<file path="src/rtl/router_pkg.sv">
// Shared constants, types and controller state encodings for the 1x3 router datapath.
package router_pkg;

    localparam int unsigned DATA_WIDTH   = 8;
    localparam logic [1:0]  INVALID_ADDR = 2'b11;

    typedef logic [DATA_WIDTH-1:0] byte_t;

    typedef enum logic [2:0] {
        DECODE_ADDRESS     = 3'd0,
        LOAD_FIRST_DATA    = 3'd1,
        LOAD_DATA          = 3'd2,
        LOAD_PARITY        = 3'd3,
        FIFO_FULL_STATE    = 3'd4,
        LOAD_AFTER_FULL    = 3'd5,
        WAIT_TILL_EMPTY    = 3'd6,
        CHECK_PARITY_ERROR = 3'd7
    } router_state_e;

    typedef struct packed {
        logic detect_addr;
        logic lfd_state;
        logic ld_state;
        logic laf_state;
        logic full_state;
        logic rst_int_reg;
    } strobes_t;

    // Header bits [1:0] carry the destination; code 2'b11 has no port behind it.
    function automatic logic addr_valid(byte_t b);
        return b[1:0] != INVALID_ADDR;
    endfunction

    function automatic strobes_t state_strobes(router_state_e s);
        strobes_t r;
        r             = '0;
        r.detect_addr = (s == DECODE_ADDRESS);
        r.lfd_state   = (s == LOAD_FIRST_DATA);
        r.ld_state    = (s == LOAD_DATA);
        r.laf_state   = (s == LOAD_AFTER_FULL);
        r.full_state  = (s == FIFO_FULL_STATE);
        r.rst_int_reg = (s == CHECK_PARITY_ERROR);
        return r;
    endfunction

endpackage

</file>
<file path="src/rtl/router_reg_if.sv">
// Controller/source-facing bus of the router register stage.
interface router_reg_if;
    import router_pkg::*;

    logic  pkt_valid;
    byte_t data_in;
    logic  fifo_full;
    logic  detect_addr;
    logic  lfd_state;
    logic  ld_state;
    logic  laf_state;
    logic  full_state;
    logic  rst_int_reg;
    byte_t dout;
    logic  parity_done;
    logic  low_pkt_valid;
    logic  err;

    modport master (
        output pkt_valid, data_in, fifo_full,
        output detect_addr, lfd_state, ld_state, laf_state, full_state, rst_int_reg,
        input  dout, parity_done, low_pkt_valid, err
    );

    modport slave (
        input  pkt_valid, data_in, fifo_full,
        input  detect_addr, lfd_state, ld_state, laf_state, full_state, rst_int_reg,
        output dout, parity_done, low_pkt_valid, err
    );
endinterface

</file>
<file path="src/rtl/router_parity_chk.sv">
// Running XOR parity over header+payload, capture of the trailing parity byte, and error flag.
module router_parity_chk
    import router_pkg::*;
(
    input  logic  clk,
    input  logic  rst,
    input  logic  detect_addr_i,
    input  logic  lfd_state_i,
    input  logic  ld_state_i,
    input  logic  laf_state_i,
    input  logic  full_state_i,
    input  logic  pkt_valid_i,
    input  byte_t data_i,
    input  byte_t header_i,
    input  logic  parity_done_i,
    input  logic  low_pkt_valid_i,
    output logic  err_o
);

    byte_t int_parity_q, int_parity_d;
    byte_t pkt_parity_q, pkt_parity_d;
    logic  err_q, err_d;
    logic  evaluated_q, evaluated_d;

    always_comb begin
        int_parity_d = int_parity_q;
        pkt_parity_d = pkt_parity_q;
        err_d        = err_q;
        evaluated_d  = evaluated_q;

        if (detect_addr_i) begin
            int_parity_d = '0;
        end else if (lfd_state_i) begin
            int_parity_d = int_parity_q ^ header_i;
        end else if (ld_state_i && pkt_valid_i && !full_state_i) begin
            int_parity_d = int_parity_q ^ data_i;
        end

        // Only the first parity-byte cycle of a packet is captured.
        if (detect_addr_i) begin
            pkt_parity_d = '0;
        end else if (!parity_done_i &&
                     ((ld_state_i && !pkt_valid_i) || (laf_state_i && low_pkt_valid_i))) begin
            pkt_parity_d = data_i;
        end

        // One compare per packet, the cycle after parity_done is seen high.
        if (detect_addr_i) begin
            err_d       = 1'b0;
            evaluated_d = 1'b0;
        end else if (parity_done_i && !evaluated_q) begin
            err_d       = (int_parity_q != pkt_parity_q);
            evaluated_d = 1'b1;
        end
    end

    always_ff @(posedge clk) begin
        if (!rst) begin
            int_parity_q <= '0;
            pkt_parity_q <= '0;
            err_q        <= 1'b0;
            evaluated_q  <= 1'b0;
        end else begin
            int_parity_q <= int_parity_d;
            pkt_parity_q <= pkt_parity_d;
            err_q        <= err_d;
            evaluated_q  <= evaluated_d;
        end
    end

    assign err_o = err_q;

endmodule

</file>
<file path="src/rtl/router_reg.sv">
// Router datapath register stage: header latch, FIFO write byte, full-hold byte and parity status.
module router_reg
    import router_pkg::*;
(
    input  logic         clk,
    input  logic         rst,
    router_reg_if.slave  bus
);

    byte_t header_q, header_d;
    byte_t hold_q, hold_d;
    byte_t dout_q, dout_d;
    logic  parity_done_q, parity_done_d;
    logic  low_pkt_valid_q, low_pkt_valid_d;
    logic  err_w;

    always_comb begin
        header_d        = header_q;
        hold_d          = hold_q;
        dout_d          = dout_q;
        parity_done_d   = parity_done_q;
        low_pkt_valid_d = low_pkt_valid_q;

        if (bus.detect_addr && bus.pkt_valid && addr_valid(bus.data_in)) begin
            header_d = bus.data_in;
        end

        // A byte arriving while the FIFO is full is parked and replayed from LOAD_AFTER_FULL.
        if (bus.lfd_state) begin
            dout_d = header_q;
        end else if (bus.ld_state && !bus.fifo_full) begin
            dout_d = bus.data_in;
        end else if (bus.ld_state) begin
            hold_d = bus.data_in;
        end else if (bus.laf_state) begin
            dout_d = hold_q;
        end

        if (bus.detect_addr) begin
            parity_done_d = 1'b0;
        end else if ((bus.ld_state && !bus.fifo_full && !bus.pkt_valid) ||
                     (bus.laf_state && low_pkt_valid_q && !parity_done_q)) begin
            parity_done_d = 1'b1;
        end

        if (bus.rst_int_reg) begin
            low_pkt_valid_d = 1'b0;
        end else if (bus.ld_state && !bus.pkt_valid) begin
            low_pkt_valid_d = 1'b1;
        end
    end

    always_ff @(posedge clk) begin
        if (!rst) begin
            header_q        <= '0;
            hold_q          <= '0;
            dout_q          <= '0;
            parity_done_q   <= 1'b0;
            low_pkt_valid_q <= 1'b0;
        end else begin
            header_q        <= header_d;
            hold_q          <= hold_d;
            dout_q          <= dout_d;
            parity_done_q   <= parity_done_d;
            low_pkt_valid_q <= low_pkt_valid_d;
        end
    end

    router_parity_chk u_parity_chk (
        .clk             (clk),
        .rst             (rst),
        .detect_addr_i   (bus.detect_addr),
        .lfd_state_i     (bus.lfd_state),
        .ld_state_i      (bus.ld_state),
        .laf_state_i     (bus.laf_state),
        .full_state_i    (bus.full_state),
        .pkt_valid_i     (bus.pkt_valid),
        .data_i          (bus.data_in),
        .header_i        (header_q),
        .parity_done_i   (parity_done_q),
        .low_pkt_valid_i (low_pkt_valid_q),
        .err_o           (err_w)
    );

    assign bus.dout          = dout_q;
    assign bus.parity_done   = parity_done_q;
    assign bus.low_pkt_valid = low_pkt_valid_q;
    assign bus.err           = err_w;

endmodule

</file>
<file path="src/flat_wrapper.sv">
// flat-port wrapper written by rule: the top's interface ports become plain ports
module router_reg_flat import router_pkg::*;
  (clk, rst, bus_pkt_valid, bus_data_in, bus_fifo_full, bus_detect_addr, bus_lfd_state, bus_ld_state, bus_laf_state, bus_full_state, bus_rst_int_reg, bus_dout, bus_parity_done, bus_low_pkt_valid, bus_err);
  router_reg_if bus_i ();
  input  logic clk;
  input  logic rst;
  input wire logic [$bits(bus_i.pkt_valid)-1:0] bus_pkt_valid;
  input wire logic [$bits(bus_i.data_in)-1:0] bus_data_in;
  input wire logic [$bits(bus_i.fifo_full)-1:0] bus_fifo_full;
  input wire logic [$bits(bus_i.detect_addr)-1:0] bus_detect_addr;
  input wire logic [$bits(bus_i.lfd_state)-1:0] bus_lfd_state;
  input wire logic [$bits(bus_i.ld_state)-1:0] bus_ld_state;
  input wire logic [$bits(bus_i.laf_state)-1:0] bus_laf_state;
  input wire logic [$bits(bus_i.full_state)-1:0] bus_full_state;
  input wire logic [$bits(bus_i.rst_int_reg)-1:0] bus_rst_int_reg;
  output wire logic [$bits(bus_i.dout)-1:0] bus_dout;
  output wire logic [$bits(bus_i.parity_done)-1:0] bus_parity_done;
  output wire logic [$bits(bus_i.low_pkt_valid)-1:0] bus_low_pkt_valid;
  output wire logic [$bits(bus_i.err)-1:0] bus_err;
  assign bus_i.pkt_valid = bus_pkt_valid;
  assign bus_i.data_in = bus_data_in;
  assign bus_i.fifo_full = bus_fifo_full;
  assign bus_i.detect_addr = bus_detect_addr;
  assign bus_i.lfd_state = bus_lfd_state;
  assign bus_i.ld_state = bus_ld_state;
  assign bus_i.laf_state = bus_laf_state;
  assign bus_i.full_state = bus_full_state;
  assign bus_i.rst_int_reg = bus_rst_int_reg;
  assign bus_dout = bus_i.dout;
  assign bus_parity_done = bus_i.parity_done;
  assign bus_low_pkt_valid = bus_i.low_pkt_valid;
  assign bus_err = bus_i.err;
  router_reg u_core (.clk(clk), .rst(rst), .bus(bus_i));
endmodule
</file>
<file path="config.mk">
export PLATFORM = sky130hd
export DESIGN_NAME = router_reg_flat
export DESIGN_NICKNAME = d
export VERILOG_FILES = /design/src/rtl/router_pkg.sv /design/src/rtl/router_reg_if.sv /design/src/rtl/router_parity_chk.sv /design/src/rtl/router_reg.sv /design/src/flat_wrapper.sv
export SDC_FILE = /design/constraint.sdc
export NUM_CORES = 1
export LEC_CHECK = 0
export CAP_MARGIN = 20
export CORE_UTILIZATION = 40
export DETAILED_ROUTE_END_ITERATION = 8
export PLACE_DENSITY = 0.61
export SYNTH_ARGS = -nofsm -noshare
export SYNTH_HDL_FRONTEND = slang
export SYNTH_HIERARCHICAL = 1
export SYNTH_SLANG_ARGS = --single-unit
</file>
<file path="constraint.sdc">
create_clock -name clk -period 1.2 [get_ports clk]
set_input_delay 0.18 -clock clk [delete_from_list [all_inputs] [get_ports clk]]
set_output_delay 0.18 -clock clk [all_outputs]
set_load 0.05 [all_outputs]
</file>
# ---- Word-level counts from Yosys, hierarchy flattened
# Cells that the tools add are included.
dict set report totals {
  input_bits 18
  word_cells 47
  regBits 44
  output_inout_bits 11
}
dict set report op_classes {
  n_reduce_logical 24
  bitwise_logic 5
  mux 6
  n_eq_ne 3
}
# op count
set op_table {}
lappend op_table {{$mux 8} 6}
lappend op_table {{$xor 8x8->8} 2}
lappend op_table {{$logic_and 1x1->1} 11}
lappend op_table {{$ne 8x8->1} 1}
lappend op_table {{$logic_not 1->1} 5}
lappend op_table {{$reduce_or 2->1} 2}
lappend op_table {{$ne 3x2->1 const B} 1}
lappend op_table {{$not 1->1} 3}
lappend op_table {{$reduce_and 3->1} 1}
lappend op_table {{$reduce_bool 3->1} 1}
lappend op_table {{$logic_or 1x1->1} 2}
lappend op_table {{$ne 2x2->1 const B} 1}
lappend op_table {{$reduce_and 2->1} 1}
lappend op_table {{$reduce_bool 2->1} 1}

# ---- Depth between registers and ports, before layout
# Gate-level depths: netlist of the first run.
dict set report logic_depth {
  ltp_word 4
  ltp_mapped 6
  ltp_nobuf 4
}

# ---- Modules after synthesis
# The synthesis of the first run kept the hierarchy.
# module n_inst seq_area_each_um2 cells_per_inst area_per_inst_um2
set by_module_without_submodules {}
lappend by_module_without_submodules {router_reg 1 520.5 119 1179.9}
lappend by_module_without_submodules {router_parity_chk 1 360.3 83 842.1}

# ---- Worst setup path before layout of the first run
# Ideal clock, no wire load.
dict set report synth_path {
  path_kind {register to register}
  startpoint {reg u_core.low_pkt_valid_q (netlist: u_core/bus.low_pkt_valid)}
  endpoint {reg u_core.u_parity_chk.pkt_parity_q[0]}
  path_buffers 0
  path_slack_ns -0.307
  setup_ns 0.128
  t_required_ns 1.072
  arrival_time_ns 1.379
  period_less_slack_ns 1.507
  stages_incl_launch_ff 5
  path_cell_list {dfxtp_1 nand2_1 a21oi_4 mux2i_1 nor2_1}
}
dict set report synth_between {
  elab_chain_len 3
}
# item line
set synth_lines {}
lappend synth_lines {{from (decl)} router_reg.sv:14} ;# logic low_pkt_valid_q, low_pkt_valid_d;
lappend synth_lines {{from (signal assigned)} router_reg.sv:65} ;# low_pkt_valid_q <= low_pkt_valid_d;
lappend synth_lines {{$logic_and 1x1->1} router_parity_chk.sv:43} ;# ((ld_state_i && !pkt_valid_i) || (laf_state_i && low_pkt_valid_i))) begin
lappend synth_lines {{$logic_or 1x1->1} router_parity_chk.sv:43}
lappend synth_lines {{$logic_and 1x1->1} router_parity_chk.sv:42} ;# end else if (!parity_done_i &&
lappend synth_lines {{to (signal assigned)} router_parity_chk.sv:65} ;# pkt_parity_q <= pkt_parity_d;
lappend synth_lines {{to (decl)} router_parity_chk.sv:21} ;# byte_t pkt_parity_q, pkt_parity_d;
# No other way between the ends.
# A chain may end at the register's enable or synchronous reset.

# ---- Final worst setup path of the first run
dict set report layout_path {
  startpoint {reg u_core.u_parity_chk.int_parity_q[3]}
  endpoint {reg u_core.u_parity_chk.err_q (netlist: u_core/u_parity_chk/err_o)}
}
dict set report layout_between {
  elab_chain_len 1
}
# item line
set layout_lines {}
lappend layout_lines {{from (decl)} router_parity_chk.sv:20} ;# byte_t int_parity_q, int_parity_d;
lappend layout_lines {{from (signal assigned)} router_parity_chk.sv:64} ;# int_parity_q <= int_parity_d;
lappend layout_lines {{$ne 8x8->1} router_parity_chk.sv:52} ;# err_d = (int_parity_q != pkt_parity_q);
lappend layout_lines {{to (signal assigned)} router_parity_chk.sv:66} ;# err_q <= err_d;
lappend layout_lines {{to (decl)} router_parity_chk.sv:22} ;# logic err_q, err_d;
# No other way between the ends.

==> impl_metrics.tcl, run 1 <==
set metrics [dict create \
    detail_route.drc_violations 0 \
    dp_hpwl_um 3300 \
    finalNetCount 278 \
    die-height_um 73.10 \
    finalCritPeriodShare 1.009 \
    stdcell_count 328 \
    cts_buffers 5 \
    vdd_ir_drop_max_mv 0.7563 \
    worstPathArrival_ns 1.40 \
    htree_num_levels 2 \
    critPathCaptureType "flip-flop" \
    routed_via_density 5.220 \
    final.setup.worst_slack_ns -0.01040 \
    netlist.top_cell.by_area "sky130_fd_sc_hd__dfxtp_1" \
    final_setup_vio_count 1 \
    place_inst 316 \
    fmax_ghz 0.8262 \
    clock_latency_ns 0.30 \
    synth_cells 202 \
    utilization 0.6018 \
    timing.critical_path.buf_inv 0 \
    layout_common_cells "39 x sky130_fd_sc_hd__dfxtp_1, 28 x sky130_fd_sc_hd__buf_4, 26 x sky130_fd_sc_hd__nor2_1, 17 x sky130_fd_sc_hd__a21oi_1, 16 x sky130_fd_sc_hd__mux2i_1" \
    synth_seq_cells 44 \
    critical_path.top_delay_family "simple AND/OR/NAND/NOR gates" \
    cts.reportedPaths.clkPinSlew_ns 0.08 \
    finalHoldViolCount 0 \
    synth.avg_cell_area_um2 10.01 \
    worst_slew_pin_slew_ns 0.2884 \
    yosys.area.top_type_share 0.4356 \
    post_synth_main_area_contributors "sky130_fd_sc_hd__dfxtp_1 44%, sky130_fd_sc_hd__mux2i_1 7.9%, sky130_fd_sc_hd__xor2_1 6.5%" \
    start_util 0.4225 \
    final.fill_count 443 \
    critical_setup_path_class "flip-flop to flip-flop" \
    area_growth_syn_to_layout_pct 42.45 \
    num_rows 25 \
    clock_tree.root_cell "sky130_fd_sc_hd__clkbuf_8" \
    core-area_um2 4786 \
    globalRoute.totalOverflow 0 \
    drt_first_pass_iters 4 \
    powerDensity_nw_per_um2 1147 \
    worst_setup_path_start_kind "flip-flop" \
    global_route_wire_length_before_repair_um 7383 \
    hp-class "primary input to flip-flop" \
    worst_path_largest_cell_delay_ns 0.33 \
    drt_wl_total_um 4541 \
    period_needed_ns 1.210 \
    headroom_to_the_max_slew_limit 0.8078 \
    die_area_um2 5343 \
    numClockSinks 44 \
    gp_congestion 0.7427 \
    grt_pass1_vias 1584 \
    critPathSlowestCell "sky130_fd_sc_hd__dfxtp_2" \
    yosysSeqAreaShare 0.4356 \
    routed_length_per_placed_instance_um 13.84 \
    synth.distinct_cells 35 \
    max_cap_viol_count 0 \
    largest_net_degree_at_the_start_of_global_routing 17 \
    cp_data_required_time_ns 1.39 \
    rsz0062_at_grt "true" \
    final_common_cell "sky130_fd_sc_hd__dfxtp_1" \
    worst_hold_slack_ns 0.2727 \
    status "finished with violations" \
    design.portCount 29 \
    antenna_cells 0 \
    syn_area_um2 2022 \
    tritoncts "done" \
    number_of_antenna_violations_at_the_first_check_in_global_routing 0 \
    synth.net_count 220 \
    cts_hold_repair.buffers 0 \
    die_width_um 73.10 \
    yosysWarningCount 6 \
    crit_path_max_fanout 2 \
    timing_max_transition_violations_final 0 \
    drtIter0Drc 55 \
    timing.critical_path.cells "xor2_1, nor4_2, and4_1, a211oi_1" \
    max-clock-path-buffers 2 \
    global_route_usage_over_all_layers 0.1833 \
    drive_above_1_share 0.2912 \
    power_leakage_nw 1.204 \
    port_buffers 28 \
    failed_checks "setup timing" \
    finClkSkew_ns 0.007362 \
    drtAntennaViolNets 0 \
    finalSetupTns_ns -0.01040 \
    detailroute.via_count 1712 \
]
[report_power, final]
part           switching, mW  internal (mW)  leakage [nW]  total [mW]
Sequential            0.0371           1.50         0.360        1.54
Clock                  0.503          0.735        0.0645        1.24
Combinational          0.250          0.274         0.780       0.524
[cells by family (layout without fill, tap and decap cells)]
logic type,count (synthesis),after routing,share of synthesized area
xor gates and xnor gates,16,16,0.06931
buffers and inverters,16,74,0.04393
AOI/OAI and AO/OA,46,46,0.1683
DFF,44,44,0.4356
muxes,16,16,0.07921
and+or+nand+nor,64,65,0.2036
[state kept, by name, summed over array words and instances, names as in the netlist]
register and count:
u_core/u_parity_chk/int_parity_q 8, u_core/bus.dout 8, u_core/u_parity_chk/evaluated_q 1, u_core/bus.parity_done 1, u_core/u_parity_chk/err_o 1, u_core/bus.low_pkt_valid 1
u_core/header_q 8, u_core/hold_q 8, u_core/u_parity_chk/pkt_parity_q 8
[synth_stat cells]
master,n
sky130_fd_sc_hd__nand4bb_1,7
sky130_fd_sc_hd__nor4b_4,1
sky130_fd_sc_hd__inv_1,3
sky130_fd_sc_hd__a221o_1,8
sky130_fd_sc_hd__a221oi_1,1
sky130_fd_sc_hd__or3b_2,4
sky130_fd_sc_hd__dfxtp_1,44
sky130_fd_sc_hd__clkbuf_1,5
sky130_fd_sc_hd__xor2_1,15
sky130_fd_sc_hd__and4_1,1
sky130_fd_sc_hd__nor2b_2,1
sky130_fd_sc_hd__nor4_1,1
sky130_fd_sc_hd__nor2_1,26
sky130_fd_sc_hd__o21ai_0,8
sky130_fd_sc_hd__buf_4,3
sky130_fd_sc_hd__a22oi_1,6
sky130_fd_sc_hd__or4bb_1,1
sky130_fd_sc_hd__nand2_1,10
sky130_fd_sc_hd__a21oi_4,1
sky130_fd_sc_hd__nand4b_1,2
sky130_fd_sc_hd__xnor2_1,1
sky130_fd_sc_hd__nand3b_1,1
sky130_fd_sc_hd__a21oi_1,18
sky130_fd_sc_hd__nor4bb_4,1
sky130_fd_sc_hd__inv_2,1
sky130_fd_sc_hd__a22oi_2,2
sky130_fd_sc_hd__mux2i_1,16
sky130_fd_sc_hd__buf_2,2
sky130_fd_sc_hd__a2111oi_4,1
sky130_fd_sc_hd__a211oi_1,1
sky130_fd_sc_hd__or3b_1,2
sky130_fd_sc_hd__and2_4,1
sky130_fd_sc_hd__buf_6,2
sky130_fd_sc_hd__nand2b_1,2
sky130_fd_sc_hd__nor3_1,3
[worst paths after layout]
kind	start	to	slack (ns)	cells after the start
setup / recovery	u_core/u_parity_chk/int_parity_q[3]$_SDFFE_PP0P_	u_core/u_parity_chk/err_o$_SDFFE_PP0P_	-0.01	4
setup reg to reg	u_core/u_parity_chk/int_parity_q[3]$_SDFFE_PP0P_	u_core/u_parity_chk/err_o$_SDFFE_PP0P_	-0.01	4
hold reg to reg	u_core/u_parity_chk/evaluated_q$_SDFFE_PP0P_	u_core/u_parity_chk/evaluated_q$_SDFFE_PP0P_	0.48	2
hold / removal	bus_detect_addr	u_core/bus.parity_done$_SDFFE_PP0P_	0.27	3
[per-stage QoR]
step | power, mW | setup slack, ns | instance area (um^2)
final | 3.303 | -0.01040 | 2880
after global routing | 3.442 | -0.06075 | 2880
after CTS | 3.327 | -0.01193 | 2840
after detailed placement | 2.089 | -0.5231 | 2688
after global placement | 2.085 | -0.4752 | 2688
after floorplan | 1.826 | 0.001500 | 2029
[timing repair]
item,in CTS,in global routing
pin swaps,5,2
endpoints found under the setup margin,39,18
cloned,0,1
gates resized for setup,11,9
setup buffers,2,1
[cell type report]
type,count,area [um^2],area share
inverters,4,15.01,0.005213
well taps,67,83.83,0.02911
flip-flops and latches,44,889.6,0.3089
multi-input cells,143,1080,0.3749
clock inverters,1,30.03,0.01043
repair buffers,62,685.7,0.2381
clock buffers,7,96.34,0.03345
[metal layers]
| layer | vias up | wire [um] | GRT usage |
|---|---|---|---|
| li1 | 847 | - | - |
| met1 | 822 | 2144 | 0.2461 |
| met2 | 38 | 2122 | 0.2840 |
| met3 | 5 | 200 | 0.04144 |
| met4 | 0 | 74 | 0.07407 |
| met5 | - | 0 | 0 |
[worst min-delay path: stages]
cell and delay (ns):
sky130_fd_sc_hd__dlymetal6s2s_1 0.16, sky130_fd_sc_hd__buf_4 0.15, sky130_fd_sc_hd__nor3_1 0.04
(Power assumes the default switching activity.)
==> inputs of run 2 (changes only) <==
Settings changed: CTS_BUF_LIST set to sky130_fd_sc_hd__clkbuf_8.
==> results of run 2 <==
The final DEF is identical to that of run 1; final timing and power are the same.
==> inputs of run 3 (changes only) <==
Settings changed: CAP_MARGIN 20 to unset.
==> results of run 3 <==
The final DEF is identical to that of run 1; final timing and power are the same.
